**src/rtl/mem_arbiter.sv**
```systemverilog
// Arbitrates one single-ported line-wide memory between I-side refills and D-side refills/writes.
// D-side has priority; a starvation counter forces an I grant after STARVE_LIMIT D grants.
module mem_arbiter #(
    parameter int unsigned ADDR_W       = 32,
    parameter int unsigned LINE_BITS    = 128,
    parameter int unsigned STARVE_LIMIT = 4
) (
    input  logic                 clock,
    input  logic                 reset,
    input  logic                 i_req,
    input  logic [ADDR_W-1:0]    i_addr,
    output logic [LINE_BITS-1:0] i_rdata,
    output logic                 i_done,
    input  logic                 d_req,
    input  logic                 d_we,
    input  logic [ADDR_W-1:0]    d_addr,
    input  logic [LINE_BITS-1:0] d_wdata,
    output logic [LINE_BITS-1:0] d_rdata,
    output logic                 d_done,
    output logic                 mem_valid,
    output logic                 mem_we,
    output logic [ADDR_W-1:0]    mem_addr,
    output logic [LINE_BITS-1:0] mem_wdata,
    input  logic [LINE_BITS-1:0] mem_rdata,
    input  logic                 mem_ready,
    output logic                 busy
);

    localparam logic [3:0] Limit = 4'(STARVE_LIMIT);

    typedef enum logic [1:0] {StIdle, StBusyI, StBusyD, StDone} state_e;

    state_e               state_q, state_d;
    logic [3:0]           starve_q, starve_d;
    logic                 mem_valid_q, mem_valid_d;
    logic                 mem_we_q, mem_we_d;
    logic [ADDR_W-1:0]    mem_addr_q, mem_addr_d;
    logic [LINE_BITS-1:0] mem_wdata_q, mem_wdata_d;
    logic [LINE_BITS-1:0] i_rdata_q, i_rdata_d;
    logic [LINE_BITS-1:0] d_rdata_q, d_rdata_d;
    logic                 i_done_q, i_done_d;
    logic                 d_done_q, d_done_d;
    logic                 busy_q, busy_d;
    logic                 i_elig, d_elig;

    always_comb begin
        state_d     = state_q;
        starve_d    = starve_q;
        mem_valid_d = mem_valid_q;
        mem_we_d    = mem_we_q;
        mem_addr_d  = mem_addr_q;
        mem_wdata_d = mem_wdata_q;
        i_rdata_d   = i_rdata_q;
        d_rdata_d   = d_rdata_q;
        i_done_d    = 1'b0;
        d_done_d    = 1'b0;
        // A request still high on its own done cycle is stale and must not win.
        i_elig      = i_req && !i_done_q;
        d_elig      = d_req && !d_done_q;

        unique case (state_q)
            StIdle: begin
                if (d_elig && !(i_elig && starve_q == Limit)) begin
                    state_d     = StBusyD;
                    mem_valid_d = 1'b1;
                    mem_we_d    = d_we;
                    mem_addr_d  = d_addr;
                    mem_wdata_d = d_wdata;
                    if (i_req && starve_q != Limit) starve_d = starve_q + 4'd1;
                end else if (i_elig) begin
                    state_d     = StBusyI;
                    mem_valid_d = 1'b1;
                    mem_we_d    = 1'b0;
                    mem_addr_d  = i_addr;
                    mem_wdata_d = '0;
                    starve_d    = '0;
                end
                if (!i_req) starve_d = '0;
            end
            StBusyI: begin
                if (mem_ready) begin
                    mem_valid_d = 1'b0;
                    i_rdata_d   = mem_rdata;
                    i_done_d    = 1'b1;
                    state_d     = StDone;
                end
            end
            StBusyD: begin
                if (mem_ready) begin
                    mem_valid_d = 1'b0;
                    if (!mem_we_q) d_rdata_d = mem_rdata;
                    d_done_d    = 1'b1;
                    state_d     = StDone;
                end
            end
            StDone:  state_d = StIdle;
            default: state_d = StIdle;
        endcase

        busy_d = (state_d != StIdle);
    end

    always_ff @(posedge clock or negedge reset) begin
        if (!reset) begin
            state_q     <= StIdle;
            starve_q    <= '0;
            mem_valid_q <= 1'b0;
            mem_we_q    <= 1'b0;
            mem_addr_q  <= '0;
            mem_wdata_q <= '0;
            i_rdata_q   <= '0;
            d_rdata_q   <= '0;
            i_done_q    <= 1'b0;
            d_done_q    <= 1'b0;
            busy_q      <= 1'b0;
        end else begin
            state_q     <= state_d;
            starve_q    <= starve_d;
            mem_valid_q <= mem_valid_d;
            mem_we_q    <= mem_we_d;
            mem_addr_q  <= mem_addr_d;
            mem_wdata_q <= mem_wdata_d;
            i_rdata_q   <= i_rdata_d;
            d_rdata_q   <= d_rdata_d;
            i_done_q    <= i_done_d;
            d_done_q    <= d_done_d;
            busy_q      <= busy_d;
        end
    end

    assign mem_valid = mem_valid_q;
    assign mem_we    = mem_we_q;
    assign mem_addr  = mem_addr_q;
    assign mem_wdata = mem_wdata_q;
    assign i_rdata   = i_rdata_q;
    assign d_rdata   = d_rdata_q;
    assign i_done    = i_done_q;
    assign d_done    = d_done_q;
    assign busy      = busy_q;

endmodule

```
**config.mk**
```make
export PLATFORM = sky130hd
export DESIGN_NAME = mem_arbiter
export DESIGN_NICKNAME = d
export VERILOG_FILES = /design/src/rtl/mem_arbiter.sv
export SDC_FILE = /design/constraint.sdc
export NUM_CORES = 1
export LEC_CHECK = 0
export BUFFER_PORTS_ARGS = -buffer_cell sky130_fd_sc_hd__buf_2
export CORE_AREA = 2 2 292 294
export CTS_CLUSTER_DIAMETER = 120
export DETAILED_ROUTE_END_ITERATION = 8
export DIE_AREA = 0 0 294 296
export SLEW_MARGIN = 20
export SYNTH_ARGS = -nofsm -noshare
export SYNTH_HDL_FRONTEND = slang
export SYNTH_SLANG_ARGS = --single-unit
export TNS_END_PERCENT = 1
```
**constraint.sdc**
```tcl
create_clock -name clock -period 1.7 [get_ports clock]
set_input_delay 0.085 -clock clock [delete_from_list [all_inputs] [get_ports clock]]
set_output_delay 0.085 -clock clock [all_outputs]
set_load 0.02 [all_outputs]
```
# Yosys cells after proc, flatten, opt, wreduce, memory -nomap -nowiden
# Index checks and enable logic that the tools add are counted.
dict set report totals {
  regBits 427
  wordCells 61
}
dict set report classes {
  n_addsub 1
  eq_ne 9
  muxes 21
  bitwise 1
  n_reduce_logical 18
}
# op n
set ops {}
lappend ops {{$mux W128} 2}
lappend ops {{$mux W32} 2}
lappend ops {{$mux W4} 4}
lappend ops {{$reduce_and A3 Y1} 3}
lappend ops {{$mux W1} 8}
lappend ops {{$mux W2} 3}
lappend ops {{$pmux W2 S3} 1}
lappend ops {{$reduce_bool A2 Y1} 3}
lappend ops {{$logic_and A1 B1 Y1} 5}
lappend ops {{$add A4 B1 Y4 const B} 1}
lappend ops {{$eq A2 B2 Y1 const B} 2}
lappend ops {{$eq A4 B3 Y1 const B} 1}
lappend ops {{$ne A4 B3 Y1 const B} 1}
lappend ops {{$reduce_and A2 Y1} 2}
lappend ops {{$logic_not A1 Y1} 3}
lappend ops {{$ne A3 B1 Y1 const B} 1}
lappend ops {{$ne A3 B2 Y1 const B} 1}
lappend ops {{$ne A3 B3 Y1 const B} 1}
lappend ops {{$eq A2 B1 Y1 const B} 1}
lappend ops {{$logic_not A2 Y1} 1}
lappend ops {{$ne A2 B1 Y1 const B} 1}
lappend ops {{$pmux W1 S2} 1}
lappend ops {{$reduce_or A2 Y1} 1}
lappend ops {{$not A1 Y1} 1}

# Depth between registers and ports, before layout
dict set report depth {
  depth_word 8
  depth_mapped 8
  mapped_depth_nobuf 6
}

# Worst setup path after synthesis
# No wires, ideal clock.
dict set report synth_timing {
  kind {reg-to-reg}
  from {register state_q[0]}
  to {register d_rdata_q[107], in the netlist d_rdata[107]}
  setup_time_ps 128
  arrival_time_ps 1621
  slack_ps -48
  stages_incl_launch_ff 8
  n_path_buf 2
  period_less_slack_ps 1748
  cell_sequence {dfrtp_1 inv_1 ha_1 and2_1 nand2b_1 buf_2 buf_2 mux2_1}
}
dict set report synth_via {
  elab_chain_cells 2
}
# item line_no
set synth_lines {}
lappend synth_lines {{start: declaration} 33} ;# state_e state_q, state_d;
lappend synth_lines {{start signal: assignment} 105} ;# state_q <= StIdle;
lappend synth_lines {{start signal: assignment} 117} ;# state_q <= state_d;
lappend synth_lines {{$eq A2 B2 Y1} 61} ;# unique case (state_q)
lappend synth_lines {{$reduce_and A3 Y1 (no source line)} --}
lappend synth_lines {{end signal: assignment} 124} ;# d_rdata_q <= d_rdata_d;
lappend synth_lines {{end: declaration} 40} ;# logic [LINE_BITS-1:0] d_rdata_q, d_rdata_d;
# No other way between the ends.
# A chain may end at the register's enable or synchronous reset.

# Worst setup path in the final report
dict set report layout_timing {
  from {register starve_q[1]}
  to {register mem_wdata_q[110], in the netlist mem_wdata[110]}
}
dict set report layout_via {
  elab_chain_cells 6
  elab_cells_between_ends 7
}
# item line_no
set layout_lines {}
lappend layout_lines {{start: declaration} 34} ;# logic [3:0] starve_q, starve_d;
lappend layout_lines {{start signal: assignment} 118} ;# starve_q <= starve_d;
lappend layout_lines {{$eq A4 B3 Y1 *} 63} ;# if (d_elig && !(i_elig && starve_q == Limit)) begin
lappend layout_lines {{$logic_and A1 B1 Y1 *} 63}
lappend layout_lines {{$logic_not A1 Y1 *} 63}
lappend layout_lines {{$logic_and A1 B1 Y1 *} 63}
lappend layout_lines {{$reduce_bool A2 Y1 (no source line)} --}
lappend layout_lines {{$reduce_and A2 Y1 (no source line)} --}
lappend layout_lines {{end signal: assignment} 122} ;# mem_wdata_q <= mem_wdata_d;
lappend layout_lines {{end: declaration} 38} ;# logic [LINE_BITS-1:0] mem_wdata_q, mem_wdata_d;
# Mark *: on every way between the ends. The rest lies on a longest branch, timed or not.

==> flow_summary.json <==
{
  "status": "finished with violations",
  "violations": "negative setup slack",
  "critical_path_required_ps": 2220,
  "cts_root_buf": "clkbuf_16",
  "ios": 747,
  "cts.path.max_buffers": 3,
  "fin_area_um2": 27040,
  "setup_viol": 3,
  "wl_per_cell_um": 17.38,
  "arrival_ps": 2230,
  "worstPathCellList": "inv_2, ha_4, nand2b_4, nor3_2, buf_4, nor2_4, buf_12, buf_12, a22o_1",
  "clk_latency_ps": 590,
  "die_y_um": 296,
  "gp_congestion": 0.8204,
  "place_inst": 2860,
  "yosysSeqAreaShare_pct": 66.14,
  "worstSetupPathType": "flop to flop",
  "synth_top_area_share_pct": 66.14,
  "synthSimpleGateAreaFrac_pct": 2.308,
  "power_density_nw_per_um2": 1919,
  "ys_types": 40,
  "reg2reg_depth": 9,
  "syn-cell-area_um2": 16160,
  "cts.reportedPaths.clkPinSlew_ps": 60,
  "coreArea_um2": 84210,
  "synth_top_family_by_area": "multiplexers",
  "power_leakage_nw": 13.07,
  "cap_violations": 0,
  "period_needed_ps": 1710,
  "ir_drop_v": 0.001174,
  "post-synth-top-area-cell": "dfrtp_1",
  "r2r_start": "starve_q[1]$_DFFE_PN0P_",
  "synthMuxAreaShare_pct": 18.04,
  "period_share_pct": 100.6,
  "tritoncts": "done",
  "syn_nets": 1341,
  "worst_slew_pin_slew_ps": 986.7,
  "slowest_stage": "dfrtp_1",
  "crit_fanout": 24,
  "port_buffers": 746,
  "cts_inserted_buffers": 49,
  "slew_violations": 0,
  "fin_total_pwr_mw": 51.89,
  "dpl-instance-area_um2": 21820,
  "grt_max_degree": 81,
  "grtUsageTotal_pct": 12.02,
  "drive_gt1_share_pct": 53.79,
  "dieArea_um2": 87020,
  "worst_clock_skew_ps": 13.44,
  "initial_utilization_pct": 19.18,
  "rsz0062_at_grt": "yes",
  "critPathMaxStageDelay_ps": 370,
  "rows": 107,
  "drc": 0,
  "synth_compound_area_share_pct": 10.01,
  "max_freq_mhz": 584.7,
  "crit_path_start": "starve_q[1]$_DFFE_PN0P_",
  "clock_sinks": 427,
  "firstDrtPassIters": 5,
  "hold_viol_final": 0,
  "stdcell_count": 3283,
  "cts.htree.levels": 2,
  "grt_pass1_vias": 14042,
  "drt_wl_total_um": 57070,
  "area_growth_pct": 67.36,
  "synth_common_cells": "dfrtp_1, mux2_2, a22o_1, buf_2, nand2b_1",
  "cp-start-kind": "flop",
  "hp-class": "input pin to async pin",
  "yosys-top-cells-area": "dfrtp_1, mux2_2, a22o_1",
  "vias": 13200,
  "synth_flop_cell": "dfrtp_1",
  "worstSetupEndpointType": "flop",
  "netlist_instances": 1008,
  "dp_hpwl_um": 38700,
  "die_w_um": 294,
  "synth-edff-count": 0,
  "synth_most_common_cell": "dfrtp_1",
  "yosys_warnings": 0,
  "grt_remaining_overflow": 0,
  "synthAdderAreaFrac_pct": 0.5421,
  "via_per_inst": 4.021,
  "antenna_left": 0,
  "slew_headroom_pct": 34.01,
  "antenna_found_initial": 3,
  "crit_top_cell": "buf_12",
  "fin_nets": 2489,
  "syn_area_per_cell_um2": 16.03,
  "ys_ff_latch": 427,
  "synth_xor_area_share_pct": 0,
  "drt_first_iter_violations": 497,
  "grt_pass1_wl_um": 82430,
  "ys_async_sr_fraction_pct": 100.0,
  "setup_ws_ps": -10.24
}
## area by class of cell
type	count	area [um^2]
well taps	1090	1364
clock inverters	17	198.9
fillers	8256	57170
repair buffers	1165	8184
diodes	1	2.502
multi-input cells	505	5127
inverters	8	30.03
flip-flops and latches	427	10690
clock buffers	70	1445
## state kept, by name (all words and copies together), names as in the netlist, 2 cells and up
| signal | flops |
|---|---|
| state_q | 2 |
| d_rdata | 128 |
| i_rdata | 128 |
| mem_wdata | 128 |
| mem_addr | 32 |
| starve_q | 4 |
## critical path, delay by kind of cell, from the launching register on
family,cells,cell delay [ps]
buf+inv,4,580
compound gates,1,170
simple gates,3,360
flops,1,370
fa+ha+maj,1,160
## repair_timing
item	4_1_cts	5_1_grt
buffers inserted	1	3
resized for setup	7	34
endpoints found under the hold margin	851	0
pin swaps	1	72
cloned	0	5
hold buffers	326	0
endpoints found under the setup margin	118	359
## power by group
| group | total [mW] | internal (mW) | switching, mW |
|---|---|---|---|
| Combinational | 23.6 | 10.3 | 13.3 |
| Clock | 10.7 | 6.36 | 4.36 |
| Sequential | 17.6 | 15.0 | 2.55 |
## through the flow
step	setup WS, ps	setup TNS [ps]	hold WS, ps	utilization [%]
detailed placement	-56.14	-2934	-23.77	25.91
CTS	-10.26	-71.59	105.4	31.77
global placement	-87.04	-6949	-24.84	25.91
global route	-80.33	-7245	156.6	32.11
finish	-10.24	-19.92	161.4	32.11
floorplan	-48.37	-3074	-210.6	-
## cell families (layout without fill, tap and decap cells)
| logic type | Yosys count | in the layout |
|---|---|---|
| fa+ha+maj | 7 | 7 |
| buf+inv | 76 | 1260 |
| simple gates | 61 | 61 |
| compound gates | 178 | 178 |
| other cells | 0 | 1 |
| flops | 427 | 427 |
| mux | 259 | 259 |
## layer usage
metal	vias up	share of wire [%]	global-route usage (%)
li1	6012	-	-
met1	6537	38	13.52
met2	517	50	20.82
met3	130	7.4	3.507
met4	4	4.5	5.836
met5	-	0.042	0
## cells in the final DEF (no fill, tap or decap), types with 4 or more instances in the layout
cell type,count
a22o_1,131
clkbuf_8,14
nand2b_1,33
clkbuf_16,54
inv_2,4
buf_12,28
mux2_4,19
clkinv_2,7
buf_4,51
mux2_2,219
ha_1,4
dfrtp_1,427
dlygate4sd3_1,326
o221a_1,30
nor2_1,4
inv_1,4
clkbuf_1,7
buf_2,745
buf_6,7
nand2_1,7
mux2_1,19
## path summary, 6_finish.rpt
| path | end | slack (ps) |
|---|---|---|
| worst max register to register | mem_wdata[110]$_DFFE_PN0P_ | -10 |
| worst max-delay path | mem_wdata[110]$_DFFE_PN0P_ | -10 |
| max in group asynchronous | i_rdata[95]$_DFFE_PN0P_ | 150 |
| min in group clock | mem_wdata[114]$_DFFE_PN0P_ | 260 |
| worst min-delay path | d_rdata[91]$_DFFE_PN0P_ | 160 |
| worst min register to register | d_rdata[119]$_DFFE_PN0P_ | 490 |
No activity file was read; power rests on OpenSTA's default activity.
